File: src/rtl/a_pass_entry_if.sv
// Keypad-to-checker bus for the digital lock password entry block.
// master : the digit collector (a_pass_entry) -- takes key events and the
//          checker's gen_rst, drives the collected password and status.
// slave  : the surrounding logic (keypad debouncer + a_checking_pass side).
interface a_pass_entry_if;
    logic        key_valid;
    logic [3:0]  key_code;
    logic        gen_rst;
    logic [15:0] pw_16bit;
    logic [2:0]  digit_cnt;
    logic        enough;
    logic        entry_err;
    logic        entry_timeout;

    modport master (
        input  key_valid,
        input  key_code,
        input  gen_rst,
        output pw_16bit,
        output digit_cnt,
        output enough,
        output entry_err,
        output entry_timeout
    );

    modport slave (
        output key_valid,
        output key_code,
        output gen_rst,
        input  pw_16bit,
        input  digit_cnt,
        input  enough,
        input  entry_err,
        input  entry_timeout
    );
endinterface

File: src/rtl/a_pass_entry.sv
// Keypad digit collector for the digital lock.
// Shifts decimal digits into a 16-bit BCD word (newest digit in [3:0]),
// raises enough once four digits are held, and clears only after the
// checker has pulsed gen_rst high and back low.
// Optional feature: define ENTRY_TIMEOUT_EN to discard an unfinished entry
// after TIMEOUT_CYC clocks without an accepted key.
module a_pass_entry #(
    parameter int              DIGITS      = 4,
    parameter int              TO_W        = 28,
    parameter logic [TO_W-1:0] TIMEOUT_CYC = 28'd250000000
) (
    input  logic              clk,
    input  logic              reset,
    a_pass_entry_if.master    bus
);

    typedef enum logic [1:0] {
        IDLE  = 2'd0,   // no digits held
        ENTRY = 2'd1,   // 1..DIGITS-1 digits held
        FULL  = 2'd2,   // all digits held, waiting for checker
        ACK   = 2'd3    // checker has seen the password, waiting for its release
    } state_t;

    // Digit count value that, when one more digit arrives, completes the entry.
    localparam logic [2:0] LAST_CNT = 3'(DIGITS - 1);

    state_t      state_q, state_d;
    logic [15:0] pw_q, pw_d;
    logic [2:0]  cnt_q, cnt_d;
    logic        enough_q, enough_d;
    logic        err_q, err_d;

    logic        gen_meta, gs;
    logic        is_digit, is_bksp, is_clear, key_ok;
    logic        expired;

    assign is_digit = (bus.key_code <= 4'd9);
    assign is_bksp  = (bus.key_code == 4'hA);
    assign is_clear = (bus.key_code == 4'hB);
    assign key_ok   = is_digit | is_bksp | is_clear;

    // Two-flop synchroniser bringing the checker's gen_rst into this clock domain.
    always_ff @(posedge clk) begin
        // NOTE: sequential state uses non-blocking assignments so every flop
        // samples the pre-edge value of every other flop.
        if (reset) begin
            gen_meta <= 1'b0;
            gs       <= 1'b0;
        end else begin
            gen_meta <= bus.gen_rst;
            gs       <= gen_meta;
        end
    end

    // State and all outputs are registered here from the next-state logic.
    always_ff @(posedge clk) begin
        if (reset) begin
            state_q  <= IDLE;
            pw_q     <= '0;
            cnt_q    <= '0;
            enough_q <= 1'b0;
            err_q    <= 1'b0;
        end else begin
            state_q  <= state_d;
            pw_q     <= pw_d;
            cnt_q    <= cnt_d;
            enough_q <= enough_d;
            err_q    <= err_d;
        end
    end

    // Next-state and next-output decode for key events and checker handshake.
    always_comb begin
        // NOTE: every variable gets a default before the case so no path
        // leaves it unassigned, which would otherwise infer a latch.
        state_d  = state_q;
        pw_d     = pw_q;
        cnt_d    = cnt_q;
        enough_d = enough_q;
        err_d    = 1'b0;

        case (state_q)
            IDLE: begin
                if (bus.key_valid) begin
                    if (is_digit) begin
                        pw_d    = {pw_q[11:0], bus.key_code};
                        cnt_d   = cnt_q + 3'd1;
                        state_d = ENTRY;
                    end else if (is_clear) begin
                        pw_d  = '0;
                        cnt_d = '0;
                    end else begin
                        // Backspace with nothing held, or an invalid code.
                        err_d = 1'b1;
                    end
                end
            end

            ENTRY: begin
                if (expired) begin
                    // Inactivity expiry wins over a key arriving in the same cycle.
                    pw_d    = '0;
                    cnt_d   = '0;
                    state_d = IDLE;
                    err_d   = bus.key_valid;
                end else if (bus.key_valid) begin
                    if (is_digit) begin
                        pw_d  = {pw_q[11:0], bus.key_code};
                        cnt_d = cnt_q + 3'd1;
                        if (cnt_q == LAST_CNT) begin
                            state_d  = FULL;
                            enough_d = 1'b1;
                        end
                    end else if (is_bksp) begin
                        pw_d  = {4'h0, pw_q[15:4]};
                        cnt_d = cnt_q - 3'd1;
                        if (cnt_q == 3'd1) begin
                            state_d = IDLE;
                        end
                    end else if (is_clear) begin
                        pw_d    = '0;
                        cnt_d   = '0;
                        state_d = IDLE;
                    end else begin
                        err_d = 1'b1;
                    end
                end
            end

            FULL: begin
                // Entry is frozen until the checker answers.
                err_d = bus.key_valid;
                if (gs) begin
                    state_d = ACK;
                end
            end

            ACK: begin
                // Any key here, including in the release cycle, is dropped.
                err_d = bus.key_valid;
                if (!gs) begin
                    pw_d     = '0;
                    cnt_d    = '0;
                    enough_d = 1'b0;
                    state_d  = IDLE;
                end
            end

            default: begin
                state_d = IDLE;
            end
        endcase
    end

`ifdef ENTRY_TIMEOUT_EN
    // Last count value before an idle partial entry is discarded.
    localparam logic [TO_W-1:0] TO_LAST = TIMEOUT_CYC - 1'b1;

    logic [TO_W-1:0] tcnt_q, tcnt_d;
    logic            to_q;

    assign expired = (state_q == ENTRY) && (tcnt_q == TO_LAST);

    // Counter advances only while staying in ENTRY without an accepted key.
    always_comb begin
        tcnt_d = '0;
        if ((state_q == ENTRY) && (state_d == ENTRY) && !(bus.key_valid && key_ok)) begin
            tcnt_d = tcnt_q + 1'b1;
        end
    end

    // Inactivity counter and the registered timeout pulse.
    always_ff @(posedge clk) begin
        if (reset) begin
            tcnt_q <= '0;
            to_q   <= 1'b0;
        end else begin
            tcnt_q <= tcnt_d;
            to_q   <= expired;
        end
    end

    assign bus.entry_timeout = to_q;
`else
    // Without the timeout feature a partial entry is held indefinitely.
    logic unused_timeout_cfg;
    assign unused_timeout_cfg = ^TIMEOUT_CYC;
    assign expired            = 1'b0;
    assign bus.entry_timeout  = 1'b0;
`endif

    assign bus.pw_16bit  = pw_q;
    assign bus.digit_cnt = cnt_q;
    assign bus.enough    = enough_q;
    assign bus.entry_err = err_q;

endmodule
File: src/flat_wrapper.sv
// flat-port wrapper written by rule: the top's interface ports become plain ports
module a_pass_entry_flat 
#(
    parameter int              DIGITS      = 4,
    parameter int              TO_W        = 28,
    parameter logic [TO_W-1:0] TIMEOUT_CYC = 28'd250000000
)
  (clk, reset, bus_key_valid, bus_key_code, bus_gen_rst, bus_pw_16bit, bus_digit_cnt, bus_enough, bus_entry_err, bus_entry_timeout);
  a_pass_entry_if bus_i ();
  input  logic clk;
  input  logic reset;
  input wire logic [$bits(bus_i.key_valid)-1:0] bus_key_valid;
  input wire logic [$bits(bus_i.key_code)-1:0] bus_key_code;
  input wire logic [$bits(bus_i.gen_rst)-1:0] bus_gen_rst;
  output wire logic [$bits(bus_i.pw_16bit)-1:0] bus_pw_16bit;
  output wire logic [$bits(bus_i.digit_cnt)-1:0] bus_digit_cnt;
  output wire logic [$bits(bus_i.enough)-1:0] bus_enough;
  output wire logic [$bits(bus_i.entry_err)-1:0] bus_entry_err;
  output wire logic [$bits(bus_i.entry_timeout)-1:0] bus_entry_timeout;
  assign bus_i.key_valid = bus_key_valid;
  assign bus_i.key_code = bus_key_code;
  assign bus_i.gen_rst = bus_gen_rst;
  assign bus_pw_16bit = bus_i.pw_16bit;
  assign bus_digit_cnt = bus_i.digit_cnt;
  assign bus_enough = bus_i.enough;
  assign bus_entry_err = bus_i.entry_err;
  assign bus_entry_timeout = bus_i.entry_timeout;
  a_pass_entry #(.DIGITS(DIGITS), .TO_W(TO_W), .TIMEOUT_CYC(TIMEOUT_CYC)) u_core (.clk(clk), .reset(reset), .bus(bus_i));
endmodule
File: config.mk
export PLATFORM = sky130hd
export DESIGN_NAME = a_pass_entry_flat
export DESIGN_NICKNAME = d
export VERILOG_FILES = /design/src/rtl/a_pass_entry_if.sv /design/src/rtl/a_pass_entry.sv /design/src/flat_wrapper.sv
export SDC_FILE = /design/constraint.sdc
export NUM_CORES = 1
export LEC_CHECK = 0
export CAP_MARGIN = 40
export CORE_ASPECT_RATIO = 0.9
export CORE_MARGIN = 4
export CORE_UTILIZATION = 50
export CTS_BUF_LIST = sky130_fd_sc_hd__clkbuf_16
export DETAILED_ROUTE_END_ITERATION = 16
export GPL_TIMING_DRIVEN = 0
export HOLD_SLACK_MARGIN = 0.12
export MAX_ROUTING_LAYER = met4
export PLACE_DENSITY = 0.77
export SKIP_CTS_REPAIR_TIMING = 1
export SYNTH_ARGS = -nofsm -noshare
export SYNTH_HDL_FRONTEND = slang
export SYNTH_SLANG_ARGS = --single-unit
File: constraint.sdc
create_clock -name clk -period 3.3 [get_ports clk]
set_input_delay 0.66 -clock clk [delete_from_list [all_inputs] [get_ports clk]]
set_output_delay 0.66 -clock clk [all_outputs]
set_load 0.02 [all_outputs]
==> out/metrics.cfg <==
[clock_network]
cts_root_buf=clkbuf_16
h-tree-depth=1
cts.path.max_buffers=2
cts_buffers=3
clock_latency_ps=260
clkTransAtPathRegs_ps=60
clkSinkCount=25
cts_tree=yes

[logic_synthesis]
syn-num-nets=189
synth_edf_count=0
synthDistinctLibCells=52
yosysSeqAreaShare_pct=31.1
syn_area_mm2=0.00161
synth-main-ff-cell=dfxtp_1
synth_cells=177
syn_area_per_cell_um2=9.09
async_reset_ff_share_pct=0
ys_ff_latch=25
yosysWarnings=0

[power_and_ir_drop]
switching_power_mw=0.199
seqPwrFrac_pct=44.0
ir_drop_mv=0.332
swShare_pct=27.2
power.density_mw_per_mm2=366
pwr-share-comb_pct=19.0
p_int_mw=0.535
p_clk_share_pct=36.9
leakage_nw=0.709

[die]
io_pins=30
dieHeight_um=61.8
fp-row-count=19
chipWidth_um=67.8
core_mm2=0.00307
start_util_pct=52.5
dieArea_mm2=0.00419

[cells_and_area]
area_growth_pct=24.6
seq_area_um2=500
instances_no_fill=249
fin_nets=220
antenna_cells=0
multi_input_area_um2=968
drive_above_1_share_pct=17.9
fillers=265
post-route-util_pct=65.4

[grt]
grt_pass1_wl_mm=7.18
gr-total-overflow=0
grt_max_degree=16
grt_use_total_pct=23.8
grt_pass1_vias=1547
grt_antenna_before_repair=0

[timing]
slew_headroom_pct=51.1
fin_crit_ps=2200
tns_ps=0
hold_viol=0
holdWs_ps=449
fmax_mhz=455
fin_crit_sh_pct=66.5
setup_viol=0
worst_pin_slew_ps=734
drv_slew=0
grt_setup_unrepaired=false
fin_skew_ps=3.71

[route]
firstDrtPassIters=4
drtIter0Drc=100
via_per_inst=6.21
drc=0
avgRoutedWirePerCell_um=17.9
finalWirelength_mm=4.45
vias=1546
detail-route-antenna-nets=0

[setup_path]
cp-start-kind=input port
regToRegSetupSlack_ps=1740
cp-end-kind=flip-flop
critPathKind=input port to flip-flop
crit_required_ps=3420
reg2reg_to=u_core.bus.pw_16bit[11]
reg2reg_from=u_core.state_q[0]
r2r_cells=5
crit_start=bus_key_code[3]
worstPathMaxFanout=10
crit_arrival_ps=2310
endpoint=u_core.bus.pw_16bit[11]

[run_status]
status=finished clean

[placement]
dp.cells=245
dp_hpwl_mm=3.18
io_buffer_count=26
place.gp.congestion=0.917

[flow_run]
drv.max_cap_violation_count=0

[worst_hold_path]
hold_path.class=flip-flop to flip-flop

[per-layer routing]
metal / routed length (um) / global-route usage, % / vias to the layer above / part of all wire (%)
li1: - / - / 717 / -
met2: 2120 / 37.4 / 82 / 48
met1: 1910 / 30.0 / 741 / 43
met5: 0 / - / - / 0
met4: 43 / 9.35 / 0 / 0.97
met3: 369 / 5.04 / 6 / 8.3
[synthesized netlist by cell type, types with 5 or more instances]
master | n | area (um^2)
dfxtp_1 | 25 | 500
a21oi_1 | 12 | 60.1
inv_1 | 10 | 37.5
nand2_1 | 9 | 33.8
and2_1 | 7 | 43.8
a22oi_1 | 6 | 45.0
a22o_1 | 5 | 43.8
a31oi_1 | 5 | 31.3
buf_6 | 5 | 56.3
nor2b_1 | 5 | 31.3
o211ai_1 | 5 | 37.5
[worst min-delay path by stage]
| stage | from | endpoint | slack [ps] | depth (start not counted) |
|---|---|---|---|---|
| after global placement | u_core.gen_meta | u_core.gs | 420 | 1 |
| after detailed placement | u_core.gen_meta | u_core.gs | 440 | 1 |
| after floorplan | u_core.gen_meta | u_core.gs | 410 | 1 |
| final | u_core.gen_meta | u_core.gs | 450 | 1 |
| after global routing | u_core.gen_meta | u_core.gs | 470 | 1 |
| after CTS | u_core.gen_meta | u_core.gs | 460 | 1 |
[through the flow]
step | power (mW) | worst slack, ps | cell area [um^2]
floorplan | 0.420 | 1610 | 1610
global placement | 0.462 | 940 | 1920
detailed placement | 0.466 | 893 | 1920
CTS | 0.740 | 1150 | 2000
global route | 0.764 | 1040 | 2000
finish | 0.735 | 1100 | 2000
[cell type report]
type | instances | area share, %
multi-input cells | 128 | 48.3
flip-flops and latches | 25 | 25.0
repair buffers | 26 | 13.0
plain buffers | 13 | 4.93
clock buffers | 3 | 3.75
well taps | 42 | 2.62
inverters | 11 | 2.06
clock inverters | 1 | 0.375
[power groups by stage]
stage                     sequential (mW)  combinational (mW)  clock [mW]
final                               0.323               0.140       0.271
after floorplan                     0.336              0.0844           0
after detailed placement            0.330               0.137           0
after global placement              0.329               0.133           0
after CTS                           0.323               0.138       0.279
after global routing                0.324               0.151       0.289
[registers in the layout, indices dropped and copies added (netlist names), named ones only]
name                  count
u_core.gs                 1
u_core.bus.digit_cnt      3
u_core.bus.pw_16bit      16
u_core.bus.entry_err      1
u_core.gen_meta           1
u_core.state_q            1
u_core.bus.enough         1
[placed cells by master (no fill, tap or decap), types with 3 or more instances in the layout]
cell,Yosys,routed
clkdlybuf4s50_1,0,26
dfxtp_1,25,25
a21oi_1,12,12
inv_1,10,10
nand2_1,9,9
and2_1,7,7
a22oi_1,6,6
buf_6,5,5
nor2b_1,5,5
o211ai_1,5,5
a31oi_1,5,5
a22o_1,5,5
nand2b_1,4,4
buf_2,4,4
a21oi_2,4,4
nor2_1,4,4
o21ai_0,4,4
o21a_1,4,4
o31a_1,4,4
o22ai_2,4,4
ha_1,4,4
o2bb2ai_1,3,3
a21o_1,3,3
nor3_1,3,3
clkbuf_16,0,3
[worst max-delay path, cell delays in order]
cell and delay [ps]:
clkdlybuf4s50_1 490, buf_2 210, buf_6 180, nand2b_1 200, o31a_1 330, a21oi_1 160
o22ai_2 80
[logic make-up (layout without fill, tap and decap cells)]
logic type / Yosys count / after routing / synth area share (%)
compound gates: 74 / 74 / 37.5
buf+inv: 24 / 54 / 8.71
simple gates: 49 / 49 / 19.4
fa+ha+maj: 4 / 4 / 3.11
flops: 25 / 25 / 31.1
other cells: 1 / 1 / 0.233
Note: power is estimated with default switching activity, not from simulation.
==> edit, RTL diff (same flow settings) <==
Encoding of `state_t`: now one-hot (4 bits for 4 states).
--- a/src/rtl/a_pass_entry.sv
+++ b/src/rtl/a_pass_entry.sv
@@ -16,7 +16,7 @@
 
-    typedef enum logic [1:0] {
-        IDLE  = 2'd0,   // no digits held
-        ENTRY = 2'd1,   // 1..DIGITS-1 digits held
-        FULL  = 2'd2,   // all digits held, waiting for checker
-        ACK   = 2'd3    // checker has seen the password, waiting for its release
+    typedef enum logic [3:0] {
+        IDLE  = 4'b0001,   // no digits held
+        ENTRY = 4'b0010,   // 1..DIGITS-1 digits held
+        FULL  = 4'b0100,   // all digits held, waiting for checker
+        ACK   = 4'b1000    // checker has seen the password, waiting for its release
     } state_t;
Formal check against the unedited RTL: same outputs for any inputs over 4 cycles, from zero or initial values and one cycle with reset high; so few cycles prove little.
==> edit against the original RTL <==
- wire length grew 6.5%
- setup slack got worse by 0.50 ns
- via count rose by 14%
- clock skew about the same
- first-iteration DRC count is 67% higher
- area after synthesis rose by 12%
- sequential cell count rose by 2
- synthesized cell count rose by 16%
- design area rose by 9.5%
Power is not compared: it rests on default switching activity, and its combinational part moved more than twofold at a synthesized area within 25%.
==> edit: results (changes against the original RTL) <==
Worst path slowest cell=clkdlybuf4s50_1; Port-buffer cells=26 (unchanged); metal2 WL=2104 µm (-0.85%); Core ar.=3428 µm² (+12%); layout cells sized above 1=11.44% (-6.4 points); Detail Route met3 WL=380 µm (+3.0%); sequential cell area share=24.63% (-0.34 points); fraction of cell area in non-clock buffers=15.74% (-2.2 points); skew final=0.003223 ns (-0.0004836 ns); Synth async-reset ratio=0% (unchanged); R2R depth=5 (unchanged); # fillers=316 (+19%); CTS Root Buffer Type=clkbuf_16; met3 GRT Util=3.876% (-1.2 points); Peak VDD IR=319.1 µV; Net Switching=516.9 µW; cell leakage power=0.0007768 µW; Least-Margin Pin Slew=0.5804 ns (-0.1538 ns); largest net degree at the start of global routing=15 (-1); Syn Nets=218 (+15%); inverter count=9 (-2); multi-input logic area=1141 µm² (+18%); grt met2 use=34.63% (-2.8 points); Total Nets Final=249 (+13%); Largest register FFs=16 (unchanged); initial drt markers=167 (+67%); top post-synthesis cells by area=dfxtp_1 30%, a21oi_1 5.3%, a22o_1 4.9%, o21ai_0 3.6%, nor2_1 3.1%; Num CTS Buffers=3 (unchanged); Worst Path Arrival=2.90 ns (+0.59 ns); routed len/inst=16.91 µm (-5.3%); Yosys cell types=62 (+19%); Syn. warnings=0 (unchanged); met1 GRT Util=31.08% (+1.1 points); placed wire-length estimate=3450 µm (+8.6%); vias in the first global route=1,619 (+4.7%); Placer Congestion=0.9243 (+0.77%); synth cell count leaders=27 x dfxtp_1, 19 x a21oi_1, 15 x nor2_1; initial antenna violation count=0 (unchanged); all-layer global routing usage=22.57% (-1.2 points); number of diodes=0 (unchanged); clock-pin slew on the worst setup and hold paths=0.07 ns; first-pass GRT wire length=8121 µm (+13%); Clock Path Buffers=2 (unchanged); CP delay by family, top=compound AO/OA/AOI/OAI gates; Avg Vias per Cell=6.304 (+1.5%); TritonRoute pass-1 iters=5 (+1); clk tree area frac=3.592% (-0.53 points); H-Tree Depth=1 (unchanged); Signal buffers=41 (+5.1%); CTS Sinks=27 (+8.0%); #MultiIn Comb=155 (+21%); worst hold path type=flop to flop; WL met1=2220 µm (+16%); Max Used Layer=met4; Cell Area, Placed=2116 µm² (+10%); max incr delay on CP=0.53 ns (+0.04 ns); outcome=completed; register area share after synthesis=30.02% (-1.1 points)
[edit: changes by cell type in the layout (fill, tap and decap cells not counted), moves of 4 or more]
cell      unedited run  this run
and2_1               7         0
o22ai_2              4         0
a31oi_1              5         1
o21ai_0              4        13
nor2_1               4        15
a21oi_1             12        19
clkbuf_1             2         6
a211oi_1             0         4
o221ai_1             0         6
a22o_1               5        10
a22oi_1              6         2
[edit: final timing paths]
| check | start | end | slack, ns |
|---|---|---|---|
| setup / recovery | bus_key_code[3] | u_core.bus.pw_16bit[15]$_SDFFE_PP0P_ | 0.60 |
| hold reg to reg | u_core.gen_meta$_SDFF_PP0_ | u_core.gs$_SDFF_PP0_ | 0.45 |
| setup reg to reg | u_core.state_q[3]$_SDFFE_PP0P_ | u_core.bus.pw_16bit[11]$_SDFFE_PP0P_ | 1.34 |
| hold / removal | u_core.gen_meta$_SDFF_PP0_ | u_core.gs$_SDFF_PP0_ | 0.45 |
[edit: per-stage QoR]
stage	total power [µW]	util (%)	setup slack, ns	cells	hold WS (ns)
after detailed placement	1057	61.72	0.3692	276	0.4360
after global routing	1420	64.01	0.4279	280	0.4683
after floorplan	872.4	-	1.244	206	0.4138
after global placement	1047	61.72	0.4061	276	0.4162
final	1328	64.01	0.6019	280	0.4454
after CTS	1334	64.01	0.6292	280	0.4519
[edit: logic make-up (layout without fill, tap and decap cells)]
group	Yosys count	in the layout	synth area share, %
fa+ha+maj	4	4	2.780
xor+xnor	2	2	0.9731
flops	27	27	30.02
simple gates	59	59	21.82
compound gates	88	88	37.04
other cells	1	1	0.2083
buf+inv	24	54	6.601
mux	1	1	0.5560
[edit: power by group through the flow]
stage               logic [µW]  registers [µW]  clock network, µW
finish                     604             454                270
detailed placement         598             459                  0
global placement           587             460                  0
global route               659             468                293
floorplan                  384             488                  0
CTS                        601             452                281
